==> config.mk <==
export PLATFORM = sky130hd
export DESIGN_NAME = div_issue_ctrl
export DESIGN_NICKNAME = d
export VERILOG_FILES = /design/src/rtl/div_issue_ctrl.sv
export SDC_FILE = /design/constraint.sdc
export NUM_CORES = 1
export LEC_CHECK = 0
export CAP_MARGIN = 20
export CORE_ASPECT_RATIO = 0.75
export CORE_MARGIN = 2
export CORE_UTILIZATION = 31
export DETAILED_ROUTE_END_ITERATION = 16
export SYNTH_ARGS = -nofsm -noshare
export SYNTH_HDL_FRONTEND = slang
export SYNTH_SLANG_ARGS = --single-unit
==> constraint.sdc <==
create_clock -name clk -period 2.61 [get_ports clk]
set_input_delay 0.261 -clock clk [delete_from_list [all_inputs] [get_ports clk]]
set_output_delay 0.261 -clock clk [all_outputs]
set_load 0.05 [all_outputs]
==> src/rtl/div_issue_ctrl.sv <==
// EX-stage issue/stall control for an iterative divider: freezes operands for the
// whole divide, delivers {remainder, quotient} as one HI/LO write, drains flushed divides.
module div_issue_ctrl #(
  parameter int TIMEOUT_CYCLES = 64
) (
  input  logic        clk,
  input  logic        rst,
  input  logic        ex_div_req_i,
  input  logic        ex_div_signed_i,
  input  logic [31:0] ex_opdata1_i,
  input  logic [31:0] ex_opdata2_i,
  input  logic        flush_i,
  input  logic        stall_hold_i,
  output logic        stallreq_o,
  output logic        div_start_o,
  output logic        div_signed_o,
  output logic [31:0] div_opdata1_o,
  output logic [31:0] div_opdata2_o,
  input  logic [63:0] div_result_i,
  input  logic        div_ready_i,
  output logic [31:0] hi_o,
  output logic [31:0] lo_o,
  output logic        whilo_o,
  output logic        timeout_o,
  output logic [1:0]  state_o
);

  localparam int CW = $clog2(TIMEOUT_CYCLES + 1);

  typedef enum logic [1:0] {IDLE = 2'd0, RUN = 2'd1, DONE = 2'd2, DRAIN = 2'd3} state_t;

  state_t        state, state_nxt;
  logic [CW-1:0] wait_cnt;
  logic          busy, issue, capture, abort, stop;

  // Divider handshake: div_start_o rises to launch an operation and div_* stay frozen
  // while it is high; the divider answers with a one-cycle div_ready_i, after which
  // div_start_o drops and stays low for at least one cycle before the next launch.
  assign busy    = (state == RUN) || (state == DRAIN);
  assign abort   = busy && !div_ready_i && (wait_cnt == CW'(TIMEOUT_CYCLES - 1));
  assign issue   = (state == IDLE) && ex_div_req_i && !flush_i;
  assign capture = (state == RUN) && div_ready_i && !flush_i;
  assign stop    = busy && (div_ready_i || abort);
  assign state_o = state;

  always_ff @(posedge clk or negedge rst) begin
    if (!rst) state <= IDLE;
    else      state <= state_nxt;
  end

  // A ready in the same cycle as a flush needs no drain: the divider is already done.
  always_comb begin
    state_nxt = state;
    case (state)
      IDLE:  if (issue) state_nxt = RUN;
      RUN: begin
        if (div_ready_i)  state_nxt = flush_i ? IDLE : DONE;
        else if (abort)   state_nxt = IDLE;
        else if (flush_i) state_nxt = DRAIN;
      end
      DONE:  if (!(stall_hold_i && !flush_i)) state_nxt = IDLE;
      DRAIN: if (div_ready_i || abort) state_nxt = IDLE;
      default: state_nxt = IDLE;
    endcase
  end

  always_comb begin
    stallreq_o = 1'b0;
    whilo_o    = 1'b0;
    case (state)
      IDLE:  stallreq_o = ex_div_req_i && !flush_i;
      RUN:   stallreq_o = 1'b1;
      DONE:  whilo_o    = !stall_hold_i && !flush_i;
      DRAIN: stallreq_o = ex_div_req_i;
      default: ;
    endcase
  end

  always_ff @(posedge clk or negedge rst) begin
    if (!rst) begin
      div_start_o   <= 1'b0;
      div_signed_o  <= 1'b0;
      div_opdata1_o <= '0;
      div_opdata2_o <= '0;
      hi_o          <= '0;
      lo_o          <= '0;
      timeout_o     <= 1'b0;
      wait_cnt      <= '0;
    end else begin
      if (issue) begin
        div_signed_o  <= ex_div_signed_i;
        div_opdata1_o <= ex_opdata1_i;
        div_opdata2_o <= ex_opdata2_i;
        div_start_o   <= 1'b1;
        wait_cnt      <= '0;
      end else if (busy) begin
        wait_cnt <= wait_cnt + CW'(1);
      end
      if (stop) div_start_o <= 1'b0;
      if (capture) begin
        hi_o <= div_result_i[63:32];
        lo_o <= div_result_i[31:0];
      end
      if (abort) timeout_o <= 1'b1;
    end
  end

endmodule

==> reports/results.env <==
CLOCK.FMAX_GHz=0.417
LARGEST_STAGE_DELAY_WORST_PATH_PS=840
ANTENNA_FOUND_INITIAL=0
CLKLATENCYLATEPIN_PS=410
RUN_STATUS='finished clean'
NETLIST.TOP_CELL.BY_AREA='dfrtp_1'
SYNTH.DISTINCT_CELLS=30
FINALWIRELENGTH_MM=14.3
FINALNETCOUNT=750
TIMING.SETUP.TNS_PS=0
DESIGN.CORE.AREA_SQ_UM=16900
REG2REG_SLACK_PS=680
P_COMB_SHARE_PCT=48.5
SYN_AREA_PER_CELL_SQ_UM=16.3
TIMING.CRITICAL_PATH.CELLS='inv_1, nor4_2, clkdlybuf4s50_1'
DRT_PRE_ANTENNA_ITERS=4
POSTSYNTH.ASYNCRESETSHARE_PCT=100
PART_OF_THE_TOTAL_POWER_DISSIPATED_IN_THE_CLOCK_NETWORK_PCT=22.1
MET2_USAGE_PCT=25.6
DRV.MAX_CAP_VIOLATION_COUNT=0
GRT_FIRST_PASS_WIRELENGTH_MM=22.8
SYNTH_EDF_COUNT=0
POST-DP-HPWL_MM=10.8
MAXIMUM_NUMBER_OF_PINS_ON_ONE_NET_BEFORE_GLOBAL_ROUTE_REPAIR=66
GLOBALROUTETOTALUTIL_PCT=16.0
FINAL.SETUP_SKEW_PS=7.26
ROWS=41
ROUTEDWLPERCELL_UM=17.0
CTS.CLK_SLEW.WORST_PATHS_PS=60
YOSYSTOPAREACELLSHARE_PCT=65.0
DETAIL_ROUTE.VIAS_PER_CELL=4.46
CP_DATA_REQUIRED_TIME_PS=2350
DRT_ITER0_MARKERS=164
NET_SWITCHING_POWER_mW=4.83
WORST_EP_ARRIVAL_TIME_PS=2140
SYNTH-SEQ-AREA-SHARE_PCT=65.0
FIRST_GLOBAL_VIAS=4170
CTS_MADE_BUFFERS=17
SLEW_VIOL_FINAL=0
FLOORPLAN.DIE.WIDTH_UM=156
HTREE_NUM_LEVELS=4
DETAILED_PLACE.AREA_SQ_UM=8390
YS_FF_LATCH=140
YS_TOP_CELLS_BY_AREA='dfrtp_1, mux2_2, mux2_4'
POWER_REPORT.INTERNAL_TOTAL_mW=6.62
COUNT_OF_ENDPOINTS_FAILING_HOLD_IN_THE_FINAL_TIMING_REPORT=0
CTS-RESIZED-GATES=0
CRITICAL_PATH_MAXIMUM_FANOUT=8
CRITPATHKIND='reg2out'
CRITICAL_PATH_BUF_INV_COUNT=2
GRT_SETUP_UNREPAIRED='false'
TIMING.CRITICAL_PATH.SLOWEST_STAGE_CELL='clkdlybuf4s50_1'
POWER.DENSITY_CELL_AREA_nW_PER_UM2=1270
LEADING_CELL_TYPES_IN_THE_LAYOUT_FILL_AND_TAPS_EXCLUDED='clkdlybuf4s50_1, dfrtp_1, mux2_2, mux2_4, clkbuf_16'
CLOCK_TREE.ROOT_CELL='clkbuf_16'
DRIVE_ABOVE_1_SHARE_PCT=28.2
LAYOUT.FILLER_CELLS=1439
CTS_MAX_PATH_BUFFERS=2
NUMBER_OF_BUFFERS_INSERTED_TO_REPAIR_SETUP_AFTER_CTS=0
NUMCLOCKSINKS=140
CPLARGESTDELAYFAMILY='buffers and inverters'
AREA_DELTA_SYNTH_FINAL_PCT=67.4
POST-ROUTE-PERIOD-UTIL_PCT=91.9
AREA_OF_THE_DIE_SQ_UM=18500
MAX-VDD-IR-DROP_V=0.000578
FINISH.INSTANCE_AREA_SQ_UM=9030
SYNTH_FP_NETS=466
DRCVIOLATIONCOUNT=0
GLOBAL_ROUTE.USAGE.MET3_PCT=5.87
GP_CONGESTION=0.755
TIGHTEST_SLEW_PS=552
MAPPEDNETLISTAREA_SQ_UM=5390
LAYOUT_COMMONEST_CELL='clkdlybuf4s50_1'
MAX_SLEW_MARGIN_PCT=63.1
POWER_mW=11.5
FLOORPLAN.INITIALDENSITY_PCT=31.9
IO-PIN-COUNT=270
MINIMUM_CLOCK_PERIOD_AFTER_LAYOUT_PS=2400
SW_FRAC_OF_TOTAL_PCT=42.2
DIE-HEIGHT_UM=118
NUMPORTBUFFERS=269
GRT_REMAINING_OVERFLOW=0
NUMBER_OF_ANTENNA_CELLS_INSERTED=0
LEAKAGEPOWER_nW=3.80
VIAS=3752
ROUTING_LAYER_WITH_THE_TOP_USAGE_IN_GLOBAL_ROUTE='met2'
TOP_FLIP_FLOP_CELL_BY_INSTANCE_COUNT_AFTER_SYNTHESIS='dfrtp_1'
ANT_NETS=0
YOSYSWARNINGCOUNT=0
TIMING.CRITICAL_PATH.TO_TYPE='primary output'
CLOCK_TREE_FROM_TRITONCTS='built'
SYN_INST=330
MIN_PATH_TYPE='in2async'
SETUP-VIOLATIONS-FINAL=0
PWR-SHARE-SEQ_PCT=29.3
STARTPOINT_TYPE='flip-flop'
GRT.MET1_USAGE_PCT=19.9
==> layout make-up <==
cell class | count | area [sq um] | area share, %
tap | 215 | 269 | 2.98
timing repair buffer | 281 | 2820 | 31.3
inverter | 2 | 7.51 | 0.0832
multi-input combinational | 172 | 1800 | 20.0
clock inverter | 11 | 154 | 1.70
sequential | 140 | 3500 | 38.8
clock buffer | 21 | 470 | 5.21
==> Yosys cell counts, types with 2 or more instances <==
library cell and instances:
nand4_1 2, nand2b_1 2, o21ai_0 5, inv_1 2, mux2_4 17, clkbuf_1 2, dfrtp_1 140, buf_2 11
nor2_1 3, nand2_1 10, mux2i_1 2, buf_6 3, mux2_2 112, xor2_1 3
==> state kept, by name (all words and copies together), names as in the netlist <==
| signal | flops |
|---|---|
| lo_o | 32 |
| div_opdata1_o | 32 |
| div_signed_o | 1 |
| hi_o | 32 |
| state_o | 2 |
| div_start_o | 1 |
| wait_cnt | 7 |
| div_opdata2_o | 32 |
| timeout_o | 1 |
==> repair_timing <==
| action | CTS | global route |
|---|---|---|
| setup endpoints to repair | 0 | 0 |
| hold buffers | 1 | 0 |
| endpoints found under the hold margin | 49 | 0 |
==> cells by family (layout without fill, tap and decap cells) <==
group	after synthesis	in the layout	share of synthesized area, %
buffers and inverters	18	315	1.93
flip-flops	140	140	65.0
AND/OR/NAND/NOR	25	25	2.46
XOR/XNOR	3	3	0.487
adder cells (fa/ha/maj)	1	1	0.232
AO/OA/AOI/OAI	12	12	1.44
multiplexers	131	131	28.5
==> path summary, 6_finish.rpt <==
kind | cells after the start | to | startpoint
worst max-delay path | 3 | whilo_o | state_o[1]
worst min-delay path | 2 | hi_o[30] | rst
worst max register to register | 3 | div_opdata2_o[19] | state_o[1]
worst min register to register | 1 | timeout_o | timeout_o
max in group asynchronous | 3 | lo_o[12] | rst
min in group clk | 2 | lo_o[4] | div_result_i[4]
==> routing by layer <==
layer	part of all wire (%)	up-vias
li1	-	1738
met1	43	1841
met2	47	154
met3	8.1	19
met4	1.8	0
met5	0	-
==> worst register-to-register path: stages, from the launching register on <==
cell and delay, ps:
dfrtp_1 480, or4b_4 690, buf_12 250, mux2_4 400
==> stage by stage <==
step	setup slack, ps	std cells	hold WS (ps)	utilization [%]
floorplan	468	330	-34.6	-
global placement	406	809	232	49.6
detailed placement	372	809	238	49.6
CTS	182	842	349	53.3
global route	80.2	842	370	53.3
finish	212	842	348	53.3
==> power by group through the flow <==
stage	clock [mW]	combinational [mW]	sequential, mW
global placement	0	5.57	3.37
detailed placement	0	5.60	3.40
global route	2.72	5.76	3.47
finish	2.53	5.56	3.36
floorplan	0	0.861	6.04
CTS	2.61	5.61	3.37
Note: power is estimated with default switching activity, not from simulation.
